File: src/rtl/data_mem_ctrl_pkg.sv
// Shared types and helpers for the data-memory initiator.
//   mem_op_e   : load/store opcode encoding seen on REQ_OP
//   state_e    : controller FSM states
//   mem_req_t  : registered request fields (tag is held separately
//                because its width is a per-instance parameter)
//   CENABLE/CDISABLE/WENABLE/WDISABLE : data_ram strobe levels (active-low)
// Helpers: op_is_store, op_lane_sel, op_store_data, op_misaligned.
package data_mem_ctrl_pkg;

    localparam int DATA_W      = 32;
    localparam int DATA_ADDR_W = 32;

    localparam logic CENABLE  = 1'b0;
    localparam logic CDISABLE = 1'b1;
    localparam logic WENABLE  = 1'b0;
    localparam logic WDISABLE = 1'b1;

    typedef enum logic [2:0] {
        OP_LB  = 3'd0,
        OP_LBU = 3'd1,
        OP_LH  = 3'd2,
        OP_LHU = 3'd3,
        OP_LW  = 3'd4,
        OP_SB  = 3'd5,
        OP_SH  = 3'd6,
        OP_SW  = 3'd7
    } mem_op_e;

    typedef enum logic [1:0] {
        IDLE   = 2'd0,
        ACCESS = 2'd1,
        RESP   = 2'd2
    } state_e;

    typedef struct packed {
        mem_op_e                op;
        logic [DATA_ADDR_W-1:0] addr;
        logic [DATA_W-1:0]      wdata;
    } mem_req_t;

    function automatic logic op_is_store(input mem_op_e op);
        return (op == OP_SB) || (op == OP_SH) || (op == OP_SW);
    endfunction

    // Low address bits beyond the access size are ignored here, which is
    // the truncation rule used when alignment checking is disabled.
    function automatic logic [3:0] op_lane_sel(input mem_op_e op, input logic [1:0] lo);
        case (op)
            OP_LB, OP_LBU, OP_SB: return 4'b0001 << lo;
            OP_LH, OP_LHU, OP_SH: return lo[1] ? 4'b1100 : 4'b0011;
            default:              return 4'b1111;
        endcase
    endfunction

    // Replicate store data across lanes so BYTE_SEL alone picks the target.
    function automatic logic [DATA_W-1:0] op_store_data(input mem_op_e op, input logic [DATA_W-1:0] w);
        case (op)
            OP_SB:   return {4{w[7:0]}};
            OP_SH:   return {2{w[15:0]}};
            default: return w;
        endcase
    endfunction

    function automatic logic op_misaligned(input mem_op_e op, input logic [1:0] lo);
        case (op)
            OP_LH, OP_LHU, OP_SH: return lo[0];
            OP_LW, OP_SW:         return lo != 2'b00;
            default:              return 1'b0;
        endcase
    endfunction

endpackage

File: src/rtl/data_mem_ctrl_load_align.sv
// load_align: combinational load-lane extraction and extension.
// Ports:
//   op      in  3       mem_op_e of the load
//   addr_lo in  2       byte address bits [1:0]
//   ldata   in  DATA_W  raw word from data_ram
//   result  out DATA_W  LB/LH sign-extended, LBU/LHU zero-extended, LW as-is
module load_align
    import data_mem_ctrl_pkg::*;
(
    input  logic [2:0]        op,
    input  logic [1:0]        addr_lo,
    input  logic [DATA_W-1:0] ldata,
    output logic [DATA_W-1:0] result
);

    logic [7:0]  byte_v;
    logic [15:0] half_v;

    always_comb begin
        byte_v = ldata[7:0];
        case (addr_lo)
            2'd1:    byte_v = ldata[15:8];
            2'd2:    byte_v = ldata[23:16];
            2'd3:    byte_v = ldata[31:24];
            default: byte_v = ldata[7:0];
        endcase
        // addr_lo[0] is deliberately ignored for halves (truncation rule)
        half_v = addr_lo[1] ? ldata[31:16] : ldata[15:0];
    end

    always_comb begin
        result = ldata;
        case (mem_op_e'(op))
            OP_LB:   result = {{(DATA_W-8){byte_v[7]}}, byte_v};
            OP_LBU:  result = {{(DATA_W-8){1'b0}}, byte_v};
            OP_LH:   result = {{(DATA_W-16){half_v[15]}}, half_v};
            OP_LHU:  result = {{(DATA_W-16){1'b0}}, half_v};
            default: result = ldata;
        endcase
    end

endmodule

File: src/rtl/data_mem_ctrl.sv
// data_mem_ctrl: MEM-stage initiator for a combinational-read,
// posedge-write data_ram. One request in flight: IDLE -> ACCESS -> RESP.
// Ports:
//   CLK, RST_N (async, active-low)
//   REQ_VALID/REQ_READY/REQ_OP/REQ_ADDR/REQ_WDATA/REQ_TAG : request side
//   RESP_VALID/RESP_READY/RESP_DATA/RESP_TAG/RESP_EXC      : response side
//   CEN/WEN/ADDR/BYTE_SEL/SDATA -> data_ram, LDATA <- data_ram
// Build option: define DATA_MEM_CTRL_ALIGN_CHECK_EN to trap misaligned
// requests (no RAM access, RESP_EXC=1, RESP_DATA=faulting address).
// Without it, misaligned requests proceed using truncated lane selection.
module data_mem_ctrl
    import data_mem_ctrl_pkg::*;
#(
    parameter int TAG_W = 5
) (
    input  logic                   CLK,
    input  logic                   RST_N,
    input  logic                   REQ_VALID,
    output logic                   REQ_READY,
    input  logic [2:0]             REQ_OP,
    input  logic [DATA_ADDR_W-1:0] REQ_ADDR,
    input  logic [DATA_W-1:0]      REQ_WDATA,
    input  logic [TAG_W-1:0]       REQ_TAG,
    output logic                   RESP_VALID,
    input  logic                   RESP_READY,
    output logic [DATA_W-1:0]      RESP_DATA,
    output logic [TAG_W-1:0]       RESP_TAG,
    output logic                   RESP_EXC,
    output logic                   CEN,
    output logic                   WEN,
    output logic [DATA_ADDR_W-1:0] ADDR,
    output logic [3:0]             BYTE_SEL,
    output logic [DATA_W-1:0]      SDATA,
    input  logic [DATA_W-1:0]      LDATA
);

    state_e              state, state_nxt;
    mem_req_t            req_p0;
    logic [TAG_W-1:0]    tag_p0;
    logic [DATA_W-1:0]   load_result;
    logic                req_fire;
    logic                bad_req;

    assign req_fire = REQ_VALID && REQ_READY;

`ifdef DATA_MEM_CTRL_ALIGN_CHECK_EN
    assign bad_req = op_misaligned(mem_op_e'(REQ_OP), REQ_ADDR[1:0]);
`else
    assign bad_req = 1'b0;
`endif

    always_ff @(posedge CLK or negedge RST_N) begin
        if (!RST_N) state <= IDLE;
        else        state <= state_nxt;
    end

    always_comb begin
        state_nxt = state;
        REQ_READY = 1'b0;
        case (state)
            IDLE: begin
                REQ_READY = 1'b1;
                if (REQ_VALID) state_nxt = bad_req ? RESP : ACCESS;
            end
            ACCESS:  state_nxt = RESP;
            RESP:    if (RESP_READY) state_nxt = IDLE;
            default: state_nxt = IDLE;
        endcase
    end

    assign RESP_VALID = (state == RESP);

    // Stage p0: request captured at accept; data only, no reset needed
    always_ff @(posedge CLK) begin
        if (req_fire) begin
            req_p0.op    <= mem_op_e'(REQ_OP);
            req_p0.addr  <= REQ_ADDR;
            req_p0.wdata <= REQ_WDATA;
            tag_p0       <= REQ_TAG;
        end
    end

    // RAM strobes are combinational from state so an async reset drops
    // CEN in the same instant and an in-flight store never commits.
    always_comb begin
        CEN      = CDISABLE;
        WEN      = WDISABLE;
        ADDR     = '0;
        BYTE_SEL = '0;
        SDATA    = '0;
        if (state == ACCESS) begin
            CEN      = CENABLE;
            WEN      = op_is_store(req_p0.op) ? WENABLE : WDISABLE;
            ADDR     = req_p0.addr;
            BYTE_SEL = op_lane_sel(req_p0.op, req_p0.addr[1:0]);
            SDATA    = op_is_store(req_p0.op) ? op_store_data(req_p0.op, req_p0.wdata) : '0;
        end
    end

    load_align u_load_align (
        .op      (req_p0.op),
        .addr_lo (req_p0.addr[1:0]),
        .ldata   (LDATA),
        .result  (load_result)
    );

    // Stage p1: response captured at the edge closing ACCESS (or accept
    // of a trapped request); held stable through RESP.
`ifdef DATA_MEM_CTRL_ALIGN_CHECK_EN
    logic resp_exc_p1;

    always_ff @(posedge CLK or negedge RST_N) begin
        if (!RST_N) begin
            RESP_DATA   <= '0;
            RESP_TAG    <= '0;
            resp_exc_p1 <= 1'b0;
        end else if (state == ACCESS) begin
            RESP_DATA   <= op_is_store(req_p0.op) ? '0 : load_result;
            RESP_TAG    <= tag_p0;
            resp_exc_p1 <= 1'b0;
        end else if (req_fire && bad_req) begin
            RESP_DATA   <= REQ_ADDR;
            RESP_TAG    <= REQ_TAG;
            resp_exc_p1 <= 1'b1;
        end
    end

    assign RESP_EXC = resp_exc_p1;
`else
    always_ff @(posedge CLK or negedge RST_N) begin
        if (!RST_N) begin
            RESP_DATA <= '0;
            RESP_TAG  <= '0;
        end else if (state == ACCESS) begin
            RESP_DATA <= op_is_store(req_p0.op) ? '0 : load_result;
            RESP_TAG  <= tag_p0;
        end
    end

    assign RESP_EXC = 1'b0;
`endif

endmodule

File: config.mk
export PLATFORM = sky130hd
export DESIGN_NAME = data_mem_ctrl
export DESIGN_NICKNAME = d
export VERILOG_FILES = /design/src/rtl/data_mem_ctrl_pkg.sv /design/src/rtl/data_mem_ctrl_load_align.sv /design/src/rtl/data_mem_ctrl.sv
export SDC_FILE = /design/constraint.sdc
export NUM_CORES = 1
export LEC_CHECK = 0
export CORE_MARGIN = 4
export CORE_UTILIZATION = 46
export CTS_CLUSTER_SIZE = 16
export DETAILED_ROUTE_END_ITERATION = 10
export PLACE_DENSITY = 0.95
export SETUP_SLACK_MARGIN = 0.1
export SYNTH_ARGS = -nofsm -noshare
export SYNTH_HDL_FRONTEND = slang
export SYNTH_SLANG_ARGS = --single-unit
File: constraint.sdc
create_clock -name CLK -period 5.5 [get_ports CLK]
set_clock_uncertainty 0.15 [all_clocks]
set_input_delay 1.1 -clock CLK [delete_from_list [all_inputs] [get_ports CLK]]
set_output_delay 1.1 -clock CLK [all_outputs]
set_load 0.02 [all_outputs]
# After elaboration in Yosys (flattened, before gate mapping)

Cells that the tools add are included.

Flip-flop bits (word level): 111
Input bits: 108
Output and inout port bits: 110
Logic and storage cells: 47

Equality and inequality tests: 13
Shift-type cells: 1
Muxes and demuxes: 18
Reduce and logical (&&, ||, !) cells: 8

Operators by type and width:

| cell                                                                    | number |
|---|---|
| 32-bit two-way mux                                                      | 4 |
| 32-bit one-hot mux with 4 select lines                                  | 1 |
| 32-bit one-hot mux with 2 select lines                                  | 1 |
| 8-bit one-hot mux with 3 select lines                                   | 1 |
| 16-bit two-way mux                                                      | 1 |
| 3-bit equality test, second input constant                              | 3 |
| 4-bit two-way mux                                                       | 2 |
| 4-bit one-hot mux with 2 select lines                                   | 1 |
| 2-bit equality test, second input constant                              | 3 |
| 3-bit by 2-bit equality test with 1-bit output, second input constant   | 2 |
| 2-bit one-hot mux with 3 select lines                                   | 1 |
| 3-bit OR reduction                                                      | 2 |
| 2-bit by 1-bit equality test with 1-bit output, second input constant   | 2 |
| 1-bit two-way mux                                                       | 4 |
| 2-bit two-way mux                                                       | 2 |
| 1-bit by 2-bit << shifter with 4-bit output, first input constant       | 1 |
| 3-bit by 1-bit equality test with 1-bit output, second input constant   | 1 |
| 3-bit zero test                                                         | 1 |
| 2-bit zero test                                                         | 1 |
| 1-bit logical OR                                                        | 2 |
| 2-bit by 1-bit inequality test with 1-bit output, second input constant | 1 |
| 2-bit inequality test, second input constant                            | 1 |
| 2-bit AND reduction                                                     | 1 |
| 1-bit logical AND                                                       | 1 |

# Longest topological paths before layout

Gate-level depths: netlist of the first run.

Depth after elaboration: 5
Mapped depth: 7
Gate-level depth less buffers: 5

# Hierarchy

A second synthesis of the first run with hierarchy kept.

Cell total of the unflattened synthesis: 439
Area, all modules: 5,186.2 um^2

Modules (own cells, without submodules):

| module        | times used | cells an instance | area an instance (um^2) | seq. area each (um^2) |
|---|---|---|---|---|
| data_mem_ctrl | 1          | 316               | 4,446.8                 | 3,138.0 |
| load_align    | 1          | 123               | 739.5                   | 0.0 |

# Worst setup path after synthesis of the first run

No wires, ideal clock.

Path type: input-to-reg
From: input REQ_VALID
To: register req_p0[0] (netlist name) (enable)
Library setup time: 0.438 ns
Arrival: 2.785 ns
Required time: 4.912 ns
Slack: 2.128 ns
Stages on the path: 1
Buffers on the path: 0
Cell sequence: and2_1

Word-level cells in the longest chain between the ends: 1

Ends and longest elaborated chain:

| item              | line                | source |
|---|---|---|
| from (decl)       | data_mem_ctrl.sv:18 | `input logic REQ_VALID,` |
| 1-bit logical AND | data_mem_ctrl.sv:44 | `assign req_fire = REQ_VALID && REQ_READY;` |
| to (decl)         | data_mem_ctrl.sv:38 | `mem_req_t req_p0;` |

Every way passes these cells.
A chain may end at the register's enable or synchronous reset.

# Worst setup path after layout of the first run

From: register state[1]
To: output SDATA[23]

Word-level cells in the longest chain between the ends: 2

Ends and longest elaborated chain:

| item                                           | line                | source |
|---|---|---|
| from (decl)                                    | data_mem_ctrl.sv:37 | `state_e state, state_nxt;` |
| from (signal assigned)                         | data_mem_ctrl.sv:54 | `else state <= state_nxt;` |
| 2-bit by 1-bit equality test with 1-bit output | data_mem_ctrl.sv:91 | `if (state == ACCESS) begin` |
| 32-bit two-way mux                             | data_mem_ctrl.sv:91 |  |
| to (decl)                                      | data_mem_ctrl.sv:33 | `output logic [DATA_W-1:0] SDATA,` |

Every way passes these cells.

==> results_dict.tcl, run 1 <==
set metrics [dict create \
    run_status "finished, final reports clean" \
    synthArstFlopShare 0.351 \
    antenna_cells_inserted 0 \
    die_w_um 112 \
    groute.layer.met1.usage 0.293 \
    total_power_mw 3.18 \
    globalRoute.busiestLayer "met2" \
    highest_net_fanout_along_the_worst_path 14 \
    critical_path.max_stage_delay_ps 640 \
    ir_worst_vdd_mv 0.216 \
    first_global_vias 4397 \
    grt.met2_usage 0.403 \
    synth_ff_type "sky130_fd_sc_hd__edfxtp_1" \
    cts_buffers 9 \
    cts_tree "built" \
    synth_area_um2 5010 \
    synth_top_cells_by_count "72 x sky130_fd_sc_hd__edfxtp_1, 44 x sky130_fd_sc_hd__nand2_1, 43 x sky130_fd_sc_hd__and2_1" \
    timing.critical_path.mode_cell "sky130_fd_sc_hd__nor2_1" \
    reg2reg_from "state[1]" \
    routed_wl_um 15300 \
    timing.reg2reg.worst_path_depth 5 \
    rsz0062_at_grt "no" \
    global_route.overflow_total 0 \
    drt-wirelength-per-cell_um 20.3 \
    synthToLayoutAreaGrowth_pct 48.5 \
    layout-drive-gt1-share 0.0875 \
    layout_min_cycle_time_ps 4080 \
    cts_hold_buf 0 \
    relSlewSlack 0.362 \
    floorplan.die.height_um 112 \
    final_net_count 720 \
    floorplan.initialDensity 0.479 \
    leading_post_synthesis_cells_by_cell_area "sky130_fd_sc_hd__edfxtp_1 43%, sky130_fd_sc_hd__dfrtp_1 19%, sky130_fd_sc_hd__and2_1 5.4%, sky130_fd_sc_hd__mux2_2 3.4%, sky130_fd_sc_hd__nand2_1 3.3%" \
    design.portCount 218 \
    die_area_um2 12600 \
    gp_routability_congestion 0.844 \
    clkTransAtPathRegs_ps 100 \
    synth_area_leader_cell "sky130_fd_sc_hd__edfxtp_1" \
    number_of_sinks_on_the_clock_net 111 \
    netlist.area_leader.share 0.431 \
    p_leak_nw 2.75 \
    number_of_gates_resized_after_cts 0 \
    min_path_cells 2 \
    timing.hold.worst_endpoint "RESP_TAG[1]" \
    port_buffers 216 \
    timing_worst_setup_path_type "reg -> out" \
    r2r_setup_slk_ps 2680 \
    sequence_of_cells_on_the_critical_path "nor2b_2, nand2_1, nor2_1, inv_1, nor2_1, clkdlybuf4s50_1" \
    pre_cts_ws_ps 1830 \
    postSynthRegisterBits 111 \
    part_of_the_yosys_area_used_for_sequential_elements 0.626 \
    place.detailed.hpwl_um 11400 \
    dr.pass1.iters 4 \
    drc_errors 0 \
    clock-root-buffer "sky130_fd_sc_hd__clkbuf_8" \
    pin_count_of_the_biggest_net_entering_global_routing 42 \
    detail_route.iter0.violations 274 \
    fp-row-count 37 \
    timing.final.hold_violations 0 \
    grt_util_all_layers 0.241 \
    post-route-worst-setup-slack_ps 1420 \
    critical_path_arrival_ps 2830 \
    cp_delay_by_family_top "simple AND/OR/NAND/NOR gates" \
    num_vias 4143 \
    timing.critical_path.slowest_stage_cell "sky130_fd_sc_hd__clkdlybuf4s50_1" \
    syn-mean-instance-area_um2 12.3 \
    maxSlewViolCount 0 \
    routed_via_density 5.50 \
    clk_path_buf_depth 2 \
    synth-edff-count 72 \
    postCtsSetupRepairBufs 0 \
    final-instance-count-excl-fill 753 \
    worst_setup_path_end_kind "output pin" \
    met3_usage 0.0722 \
    synthesis.nets 517 \
    critical_path_required_ps 4250 \
    worst_slew_pin_slew_ps 957 \
    hold_sp "tag_p0[1]" \
    cap_violations 0 \
    critical_path_buf_inv_count 2 \
    placed_cell_count 737 \
    syn-instance-count 409 \
    htree_num_levels 3 \
    post-synth-top-count-cell "sky130_fd_sc_hd__edfxtp_1" \
    synth-warning-count 0 \
    setup_total_negative_slack_ps 0 \
    timing.final.crit_share 0.741 \
    worstSetupStartpointType "flip-flop" \
    layout.core_utilization 0.711 \
    worst_skew_pair.late_latency_ps 380 \
    timing.hold.worst.class "reg -> reg" \
    synth_cell_types 43 \
    first_pass_grt_wire_length_um 23900 \
    core_region_area_um2 10500 \
    setup_viol_count_final 0 \
    antenna_left 0 \
    cellPowerDensity_nw_per_um2 427 \
    r2r-end "RESP_DATA[29]" \
    max_freq_mhz 245 \
    number_of_antenna_violations_at_the_first_check_in_global_routing 0 \
]
-- worst max path at each step --
| stage | to | slack [ps] | cells past startpoint | startpoint |
|---|---|---|---|---|
| after floorplan | req_p0[0] | 2130 | 1 | REQ_VALID |
| after global placement | SDATA[22] | 1990 | 6 | state[1] |
| after detailed placement | SDATA[23] | 1830 | 6 | state[1] |
| after CTS | SDATA[23] | 1420 | 6 | state[1] |
| after global routing | SDATA[23] | 1280 | 6 | state[1] |
| final | SDATA[23] | 1420 | 6 | state[1] |
-- cell type report --
type | instances | area [um^2]
Sequential cell | 111 | 3140
Fill cell | 721 | 3020
Timing Repair Buffer | 223 | 2210
Multi-Input combinational cell | 264 | 1720
Tap cell | 136 | 170
Clock buffer | 10 | 128
Clock inverter | 6 | 61.3
Inverter | 3 | 11.3
-- worst reg2reg max path, cell delays in order, from the launching register on --
cell and delay, ps:
sky130_fd_sc_hd__dfrtp_1 410, sky130_fd_sc_hd__nor2b_2 540, sky130_fd_sc_hd__clkinv_1 280, sky130_fd_sc_hd__buf_4 330, sky130_fd_sc_hd__a2111oi_4 810, sky130_fd_sc_hd__a221o_2 240
-- per-stage QoR --
stage	hold slack [ps]	area [um^2]
floorplan	265	5010
global placement	268	7250
detailed placement	287	7250
CTS	303	7440
global route	333	7440
finish	302	7440
-- flip-flops by register name, indices dropped and copies added (netlist names) --
name and flops:
req_p0 67, RESP_DATA 32, RESP_TAG 5, tag_p0 5
state 2
-- power by group --
group          internal [mW]  total [mW]  switching (mW)
logic                  0.647        1.40           0.752
clock network          0.210       0.485           0.275
registers               1.16        1.30           0.140
total                   2.01        3.18            1.17
-- cell families after synthesis --
| logic type | after synthesis | synth area share |
|---|---|---|
| XOR/XNOR | 1 | 0.00175 |
| flip-flops | 111 | 0.626 |
| buffers and inverters | 34 | 0.0310 |
| AND/OR/NAND/NOR | 138 | 0.140 |
| AO/OA/AOI/OAI | 105 | 0.154 |
| other | 1 | 0.000748 |
| multiplexers | 19 | 0.0467 |
-- cell usage in the layout, fill, tap and decap left out, types with 2 or more instances in the layout --
cell                              instances
sky130_fd_sc_hd__and2_1                  42
sky130_fd_sc_hd__nor2b_1                  4
sky130_fd_sc_hd__mux2i_1                  2
sky130_fd_sc_hd__o41ai_1                  4
sky130_fd_sc_hd__a221o_1                  6
sky130_fd_sc_hd__inv_1                    2
sky130_fd_sc_hd__mux2_2                  15
sky130_fd_sc_hd__or3_1                    5
sky130_fd_sc_hd__a221o_2                 10
sky130_fd_sc_hd__o21ai_0                 10
sky130_fd_sc_hd__a22oi_1                  8
sky130_fd_sc_hd__edfxtp_1                72
sky130_fd_sc_hd__clkdlybuf4s50_1        215
sky130_fd_sc_hd__clkinv_1                 2
sky130_fd_sc_hd__o22ai_1                  4
sky130_fd_sc_hd__buf_4                    7
sky130_fd_sc_hd__a21boi_0                 4
sky130_fd_sc_hd__nand2_1                 44
sky130_fd_sc_hd__o21a_1                  12
sky130_fd_sc_hd__clkinv_2                 2
sky130_fd_sc_hd__mux4_2                   2
sky130_fd_sc_hd__a21oi_1                 28
sky130_fd_sc_hd__a211oi_1                11
sky130_fd_sc_hd__nor2_1                  24
sky130_fd_sc_hd__clkbuf_8                 9
sky130_fd_sc_hd__dfrtp_1                 39
sky130_fd_sc_hd__nor3_1                   2
sky130_fd_sc_hd__nand3b_1                 2
sky130_fd_sc_hd__clkinv_4                 2
sky130_fd_sc_hd__o21bai_1                 2
sky130_fd_sc_hd__nand2b_1                 8
-- metal layers --
| layer | vias to the layer above | wire (um) |
|---|---|---|
| li1 | 1891 | - |
| met1 | 1987 | 5990 |
| met3 | 36 | 1290 |
| met4 | 0 | 455 |
| met2 | 229 | 7560 |
| met5 | - | 0 |
No activity file was read; power rests on OpenSTA's default activity.
==> run 2, diff against run 1 <==
- CORE_UTILIZATION: 46 -> 42
- PLACE_DENSITY: 0.95 -> 0.92
- clock period: 5.5 -> 4.28 ns (I/O delays scaled with it)
==> run 2 against run 1 <==
Flip-flop and latch count stayed put. Non-clock buffer count is 2 higher. Sequential power is 27% higher. Highest routed layer unchanged. Critical path depth is 1 higher. Global-route usage is 1.2 points lower. Combinational power is 31% higher. Die area is 8.8% higher. Power is 37% higher. Via count is 3.0% higher. Cell area is 1.9% higher. Register-to-register slack worse by 1400 ps.
==> results_dict.tcl, run 2 (synthesized netlist as in run 1, its figures left out) <==
set metrics [dict create \
    drc_errors 0 \
    antenna_cells_inserted 0 \
    design.portCount 218 \
    reg_top3 "req_p0 x67, RESP_DATA x32" \
    cellPowerDensity_nw_per_um2 574 \
    number_of_sinks_on_the_clock_net 111 \
    setup_total_negative_slack_ps 0 \
    routed_via_density 5.60 \
    ir_worst_vdd_mv 0.375 \
    highest_net_fanout_along_the_worst_path 26 \
    grt_util_all_layers 0.228 \
    timing.final.hold_violations 0 \
    final-instance-count-excl-fill 762 \
    first_global_vias 4332 \
    timing.final.crit_share 0.879 \
    wl_met2_um 7840 \
    core_region_area_um2 11600 \
    clk_path_buf_depth 2 \
    detail_route.iter0.violations 374 \
    layout.core_utilization 0.656 \
    floorplan.die.height_um 117 \
    critical_path_required_ps 3270 \
    clkTransAtPathRegs_ps 80 \
    layout_min_cycle_time_ps 3760 \
    htree_num_levels 3 \
    critical_path_arrival_ps 2760 \
    worstSetupStartpointType "flip-flop" \
    antenna_left 0 \
    maxSlewViolCount 0 \
    placed_cell_count 746 \
    worst_slew_pin_slew_ps 1000 \
    cts_hold_buf 0 \
    total_power_mw 4.35 \
    wl_met3_um 1650 \
    rsz0062_at_grt "no" \
    dr.max_layer_used "met4" \
    layout.cells.most_common "sky130_fd_sc_hd__clkdlybuf4s50_1" \
    fp-row-count 39 \
    clock-root-buffer "sky130_fd_sc_hd__clkbuf_16" \
    wl_met1_um 5950 \
    cts_tree "built" \
    die_area_um2 13700 \
    flip_flop_count_of_the_largest_register_after_layout 67 \
    synthToLayoutAreaGrowth_pct 51.2 \
    floorplan.initialDensity 0.433 \
    dr.pass1.iters 5 \
    number_of_antenna_violations_at_the_first_check_in_global_routing 0 \
    max_freq_mhz 266 \
    post-route-worst-setup-slack_ps 518 \
    layout-drive-gt1-share 0.0921 \
    worst_skew_pair.late_latency_ps 350 \
    setup_viol_count_final 0 \
    final_net_count 722 \
    first_pass_grt_wire_length_um 23700 \
    postCtsSetupRepairBufs 0 \
    largest-register "req_p0" \
    p_leak_nw 2.81 \
    num_vias 4268 \
    routed_wl_um 15800 \
    port_buffers 216 \
    gp_routability_congestion 0.893 \
    number_of_gates_resized_after_cts 0 \
    cap_violations 0 \
    global_route.overflow_total 0 \
    timing_worst_setup_path_type "reg -> out" \
    relSlewSlack 0.332 \
    die_w_um 117 \
    drt-wirelength-per-cell_um 20.8 \
    mostFrequentLayoutCells "215 x sky130_fd_sc_hd__clkdlybuf4s50_1, 72 x sky130_fd_sc_hd__edfxtp_1, 44 x sky130_fd_sc_hd__nand2_1, 42 x sky130_fd_sc_hd__and2_1, 39 x sky130_fd_sc_hd__dfrtp_1" \
    place.detailed.hpwl_um 11600 \
    pin_count_of_the_biggest_net_entering_global_routing 73 \
    timing.hold.worst.class "reg -> reg" \
    pre_cts_ws_ps 929 \
    cts_buffers 9 \
    run_status "finished, final reports clean" \
    worst_setup_path_end_kind "output pin" \
]
## run 2: changes by cell type in the layout (fill, tap and decap cells not counted), sizes merged
cell / previous run / this run
buf: 8 / 10
clkbuf: 10 / 9
clkinv: 6 / 2
clkinvlp: 0 / 3
inv: 2 / 4
## run 2: routing by layer
| layer | track usage | vias to the layer above |
|---|---|---|
| li1 | - | 1902 |
| met1 | 0.274 | 2056 |
| met2 | 0.388 | 277 |
| met3 | 0.0668 | 33 |
| met4 | 0.0864 | 0 |
| met5 | 0 | - |
## run 2: layout make-up
class,instances,area (um^2)
fillers,830,3980
flip-flops and latches,111,3140
repair buffers,225,2220
multi-input cells,264,1720
clock buffers,9,225
well taps,143,179
clock inverters,7,78.8
inverters,3,11.3
## run 2: metrics by stage
step	hold slack (ps)	cell area, um^2
floorplan	265	5010
global placement	273	7280
detailed placement	277	7280
CTS	293	7580
global route	306	7580
finish	284	7580
## run 2: path summary, 6_finish.rpt
path                                 end       start  slack (ps)  cells past startpoint
max                            SDATA[22]  req_p0[66]         520                      7
min                          RESP_TAG[2]   tag_p0[2]         280                      2
max reg2reg                RESP_DATA[29]    state[1]        1260                      6
min reg2reg                  RESP_TAG[2]   tag_p0[2]         280                      2
max in group asynchronous  RESP_DATA[13]       RST_N        2950                      1
min in group asynchronous  RESP_DATA[20]       RST_N         470                      1
## run 2: where the power goes
part / switching (mW) / total (mW) / internal, mW / leakage (nW)
sequential: 0.163 / 1.65 / 1.49 / 1.17
combinational: 1.00 / 1.84 / 0.835 / 1.50
clock: 0.403 / 0.864 / 0.461 / 0.139
total: 1.57 / 4.35 / 2.78 / 2.81
## run 2: worst max-delay path, stage by stage (launching register included)
cell                              delay [ps]
sky130_fd_sc_hd__edfxtp_1                320
sky130_fd_sc_hd__buf_4                   240
sky130_fd_sc_hd__nand2_1                  80
sky130_fd_sc_hd__buf_4                   230
sky130_fd_sc_hd__nor2_1                  570
sky130_fd_sc_hd__inv_1                   180
sky130_fd_sc_hd__nor2_1                  140
sky130_fd_sc_hd__clkdlybuf4s50_1         610
==> variant 1: new RTL, config.mk and constraints of run 2 <==
`DATA_ADDR_W`: 32 -> 64.
--- a/src/rtl/data_mem_ctrl_pkg.sv
+++ b/src/rtl/data_mem_ctrl_pkg.sv
@@ -8,7 +8,7 @@
 package data_mem_ctrl_pkg;
 
     localparam int DATA_W      = 32;
-    localparam int DATA_ADDR_W = 32;
+    localparam int DATA_ADDR_W = 64;
 
     localparam logic CENABLE  = 1'b0;
     localparam logic CDISABLE = 1'b1;
Ports: changed (resized ADDR and REQ_ADDR); port bits go from 218 to 282. The function was not compared with the original's and may differ.
==> variant 1 against run 2 <==
  * Power is 31% higher
  * Worst setup slack worse by 150 ps
  * Area after synthesis is 23% higher
  * Die area is 22% higher
  * Final area is 28% higher
  * Routed wire length is 23% higher
  * Sequential cell count is 32 higher
==> variant 1: results (changes against run 2) <==
GRT met2 Usage = 40.1% (+1.2 points)
Asr flop ratio synth = 27.3% (-7.9 points)
Top cells by area, synth = edfxtp_1, dfrtp_1, and2_1
GP Congestion = 0.794 (-11%)
GR Util All Layers = 23.0% (+0.21 points)
IO Port Bufs = 280 (+30%)
Met1 usage = 25.2% (-2.2 points)
Top layer in use = met5
H-tree depth = 4 (+1)
Top_reg_cell synth = edfxtp_1
Post-Route WL = 19400 um (+23%)
DR iter-0 viols = 497 (+33%)
Slew HR = 32.0% (-1.2 points)
Maximum root-to-sink buffer count = 2 (unchanged)
Worst Hold Class = reg2reg
DR WL met3 = 2200 um (+33%)
Status = complete, no violations
Sw frac = 35.2% (-0.83 points)
Share of cells above drive strength 1 = 9.93% (+0.73 points)
Vias per cell = 5.31 (-5.2%)
Distinct cells, synth = 44 (+2.3%)
XOR/XNOR Fraction of Synth Area = 0.142% (-0.033 points)
Post-synthesis mux area share = 3.78% (-0.89 points)
# nets final = 892 (+24%)
Met3 Usage GRT = 10.3% (+3.6 points)
Routed wl met2 = 10000 um (+28%)
Register area share after synthesis = 66.2% (+3.6 points)
DRT Pass-1 Iters = 5 (unchanged)
Slowest CP cell = edfxtp_1
Reg2reg path depth = 5 (-1)
TritonCTS clock tree = done
Largest net degree at the start of global routing = 68 (-6.8%)
Critical Path AT = 2900 ps (+140 ps)
Hold depth = 2 (unchanged)
Peak VDD IR = 384 uV (+2.6%)
First-pass GRT wire length = 29000 um (+23%)
Regs by FF count = req_p0 (99), RESP_DATA (32)
Synth top cells by count = edfxtp_1, and2_1, nand2_1
FILL cells = 1010 (+22%)
Vias in the first global route = 5152 (+19%)
M1 WL = 6740 um (+13%)
Post-Syn Nets = 617 (+19%)
Post-CTS setup buffer count = 0 (unchanged)
Clock-pin slew on the worst setup and hold paths = 60 ps (-20 ps)
Final HPWL DP = 14100 um (+22%)
Critical path peak fanout = 21 (-19%)
Post-synth EDFFs = 104 (+44%)
CTS buffer count = 17 (+8)
PD cells = 586 nW/um2 (+2.1%)
Complex-gate fraction of the synthesized area = 12.5% (-2.9 points)
Clk_lat worst skew = 420 ps (+70 ps)
Comb pwr = 0.00222 W (+21%)
CP peak stage delay = 820 ps (+210 ps)
Static Leakage = 3.58 nW (+28%)
Initial antenna violation count = 2 (+2)
Seq pwr share = 36.8% (-1.1 points)
Number of antenna diodes = 0 (unchanged)
-- variant 1: cell count changes after synthesis, sizes merged --
cell           run 2  this run
and2              43        75
buf               10        12
clkbuf            21        23
edfxtp            72       104
-- variant 1: worst max-delay path: cells and delay by family (launching register included) --
family	cells	cell delay [ps]
buffers and inverters	3	1010
flip-flops	1	820
AND/OR/NAND/NOR	3	650
-- variant 1: path summary, 6_finish.rpt --
kind                                 startpoint                         to  slack [ps]
min in group asynchronous                 RST_N  RESP_DATA[26]$_DFFE_PN0P_         410
max reg2reg                req_p0[33]$_DFFE_PP_  RESP_DATA[26]$_DFFE_PN0P_        1560
min reg2reg                 tag_p0[1]$_DFFE_PP_    RESP_TAG[1]$_DFFE_PN0P_         290
min                         tag_p0[1]$_DFFE_PP_    RESP_TAG[1]$_DFFE_PN0P_         290
max                        req_p0[96]$_DFFE_PP_                  SDATA[22]         370
max in group asynchronous                 RST_N  RESP_DATA[29]$_DFFE_PN0P_        3010
-- variant 1: metrics by stage --
step                      area (um2)  std cells  util (%)  setup WS, ps
after floorplan                 6190        477         -           402
after global placement          9160        917      63.3           975
after detailed placement        9160        917      63.3           796
after CTS                       9710        949      67.1           345
after global routing            9710        949      67.1           143
final                           9710        949      67.1           371
-- variant 1: area by class of cell --
type | count | area, um2 | share of cell area (%)
timing repair buffer | 291 | 2890 | 29.8
clock inverter | 15 | 126 | 1.30
clock buffer | 17 | 425 | 4.38
sequential | 143 | 4100 | 42.2
tap | 184 | 230 | 2.37
multi-input combinational | 296 | 1930 | 19.9
inverter | 3 | 11.3 | 0.116
-- variant 1: logic make-up (layout without fill, tap and decap cells) --
logic type,after synthesis,in the layout
and+or+nand+nor,170,170
DFF,143,143
AOI/OAI and AO/OA,105,105
buffers and inverters,38,326
muxes,19,19
other,1,1
xor gates and xnor gates,1,1
==> variant 2: new RTL, settings of run 2 <==
Made on the original files. The 3 states of `state_e` get a one-hot encoding in 3 bits.
--- a/src/rtl/data_mem_ctrl_pkg.sv
+++ b/src/rtl/data_mem_ctrl_pkg.sv
@@ -26,10 +26,10 @@
         OP_SW  = 3'd7
     } mem_op_e;
 
-    typedef enum logic [1:0] {
-        IDLE   = 2'd0,
-        ACCESS = 2'd1,
-        RESP   = 2'd2
+    typedef enum logic [2:0] {
+        IDLE   = 3'b001,
+        ACCESS = 3'b010,
+        RESP   = 3'b100
     } state_e;
 
     typedef struct packed {
Check against the original RTL: no difference found for any inputs over 10 cycles, from zero or initial values and one cycle with RST_N low; not proved beyond that.
==> variant 2 against run 2 <==
  * Cell count is 8.8% higher
  * Area after synthesis is 3.5% higher
  * Worst hold slack better by 12 ps
  * Routed wire length is 1.3% lower
  * Final area is 2.7% higher
  * Worst setup slack better by 15 ps
  * Count of clock-buffer cells in the layout is 5 higher
  * Power is 2.1% lower
  * Die area is 3.2% higher
  * Critical endpoint is now SDATA[14]
  * Sequential share of layout area is 0.73 points lower
  * Sequential cell count is 1 higher
==> variant 2: results (changes against run 2) <==
Reg2reg path depth = 7 (+1)
Reg-to-Reg End = RESP_DATA[31]$_DFFE_PN0P_
CTS buffer count = 9 (unchanged)
Drt wl/cell = 18.9 um (-9.2%)
First-pass GRT wire length = 24500 um (+3.6%)
Hold EP = RESP_TAG[2]$_DFFE_PN0P_
Inst Count DP = 813 (+9.0%)
Hold depth = 2 (unchanged)
Register area share after synthesis = 61.0% (-1.6 points)
Top cells by area, synth = edfxtp_1, dfrtp_1, nand2_1
Post-Syn Nets = 558 (+7.9%)
Worst hold start = tag_p0[2]$_DFFE_PP_
Worst Hold Class = reg2reg
Mapped Avg Cell Area = 11.5 um2 (-6.0%)
Vias in the first global route = 4498 (+3.8%)
Critical Path AT = 2740 ps (-20 ps)
DR iter-0 viols = 404 (+8.0%)
Number of antenna diodes = 0 (unchanged)
Final HPWL DP = 11600 um (about the same)
GP Congestion = 0.884 (-0.96%)
Asr flop ratio synth = 35.7% (+0.58 points)
R2R Setup Slk = 1650 ps (+390 ps)
Static Leakage = 2.93 nW (+4.4%)
Via count = 4349 (+1.9%)
Clk_lat worst skew = 350 ps (about the same)
Critical path peak fanout = 18 (-31%)
Distinct cells, synth = 44 (+2.3%)
Warning count from the yosys run = 0 (unchanged)
Share of cells above drive strength 1 = 8.62% (-0.59 points)
GR Util All Layers = 22.1% (-0.75 points)
Initial antenna violation count = 0 (unchanged)
Synth top cells by count = nand2_1, edfxtp_1, and2_1
Fin cells = 829 (+8.8%)
Peak VDD IR = 281 uV (-25%)
Slew @ Worst Pin = 916 ps (-86.3 ps)
Status = complete, no violations
Area post-placement = 7500 um2 (+3.1%)
Largest net degree at the start of global routing = 47 (-36%)
Reg-to-Reg Start = state[0]$_DFFE_PN1P_
Min Hold Slack = 297 ps (+12.1 ps)
# nets final = 764 (+5.8%)
Clock Tree Root = clkbuf_16
==> variant 2: changes by cell type after synthesis, moves of 7 or more <==
cell and change:
o21ai_2 +10, o21ai_0 +7, nor2b_1 +15, a211oi_1 -10, a32o_1 +12, a221o_2 -10, nand2_1 +34, a21oi_1 -7
==> variant 2: worst max path at each step <==
stage / slack, ps / from / endpoint / depth (start not counted)
after global routing: 300 / req_p0[66]$_DFFE_PP_ / SDATA[31] / 6
after floorplan: 650 / state[0]$_DFFE_PN1P_ / req_p0[0]$_DFFE_PP_ / 2
after global placement: 940 / req_p0[66]$_DFFE_PP_ / SDATA[31] / 6
after CTS: 520 / req_p0[64]$_DFFE_PP_ / SDATA[29] / 5
final: 530 / req_p0[64]$_DFFE_PP_ / SDATA[14] / 5
after detailed placement: 900 / req_p0[66]$_DFFE_PP_ / SDATA[31] / 6
==> variant 2: cells by family (layout without fill, tap and decap cells) <==
family | after synthesis | in the layout | synth area share [%]
AO/OA/AOI/OAI | 102 | 102 | 13.8
XOR/XNOR | 1 | 1 | 0.169
buffers and inverters | 35 | 246 | 3.11
flip-flops | 112 | 112 | 61.0
multiplexers | 21 | 21 | 4.61
other | 1 | 1 | 0.0723
AND/OR/NAND/NOR | 178 | 178 | 17.2
==> variant 2: through the flow <==
stage	util, %	setup slack, ps	total power, W
after global placement	62.2	939	0.00341
after detailed placement	62.2	904	0.00348
after global routing	64.5	298	0.00448
after CTS	64.5	522	0.00429
final	64.5	533	0.00426
after floorplan	-	646	0.00266
==> variant 2: critical path, stage by stage, from the launching register on <==
cell,delay [ps]
edfxtp_1,720
xnor2_1,180
nor2b_1,410
buf_4,300
o21a_1,160
clkdlybuf4s50_1,610
==> variant 2: area by class of cell <==
cell class                 count  area [um2]
clock buffer                  14         264
clock inverter                 2        16.3
fill                         910        4280
inverter                       4        15.0
multi-input combinational    303        1870
sequential                   112        3160
tap                          168         210
timing repair buffer         226        2240
==> variant 2: report_power, final <==
group,switching [W],internal (W)
Sequential,0.000196,0.00155
Combinational,0.000926,0.000781
Clock,0.000381,0.000430
==> variant 2: per-layer routing <==
| metal | vias up | part of all wire (%) | GRT usage [%] |
|---|---|---|---|
| met5 | - | 0 | 0 |
| met4 | 0 | 2.8 | 9.63 |
| met2 | 254 | 49 | 36.4 |
| met3 | 34 | 10 | 7.08 |
| li1 | 1997 | - | - |
| met1 | 2064 | 38 | 26.5 |
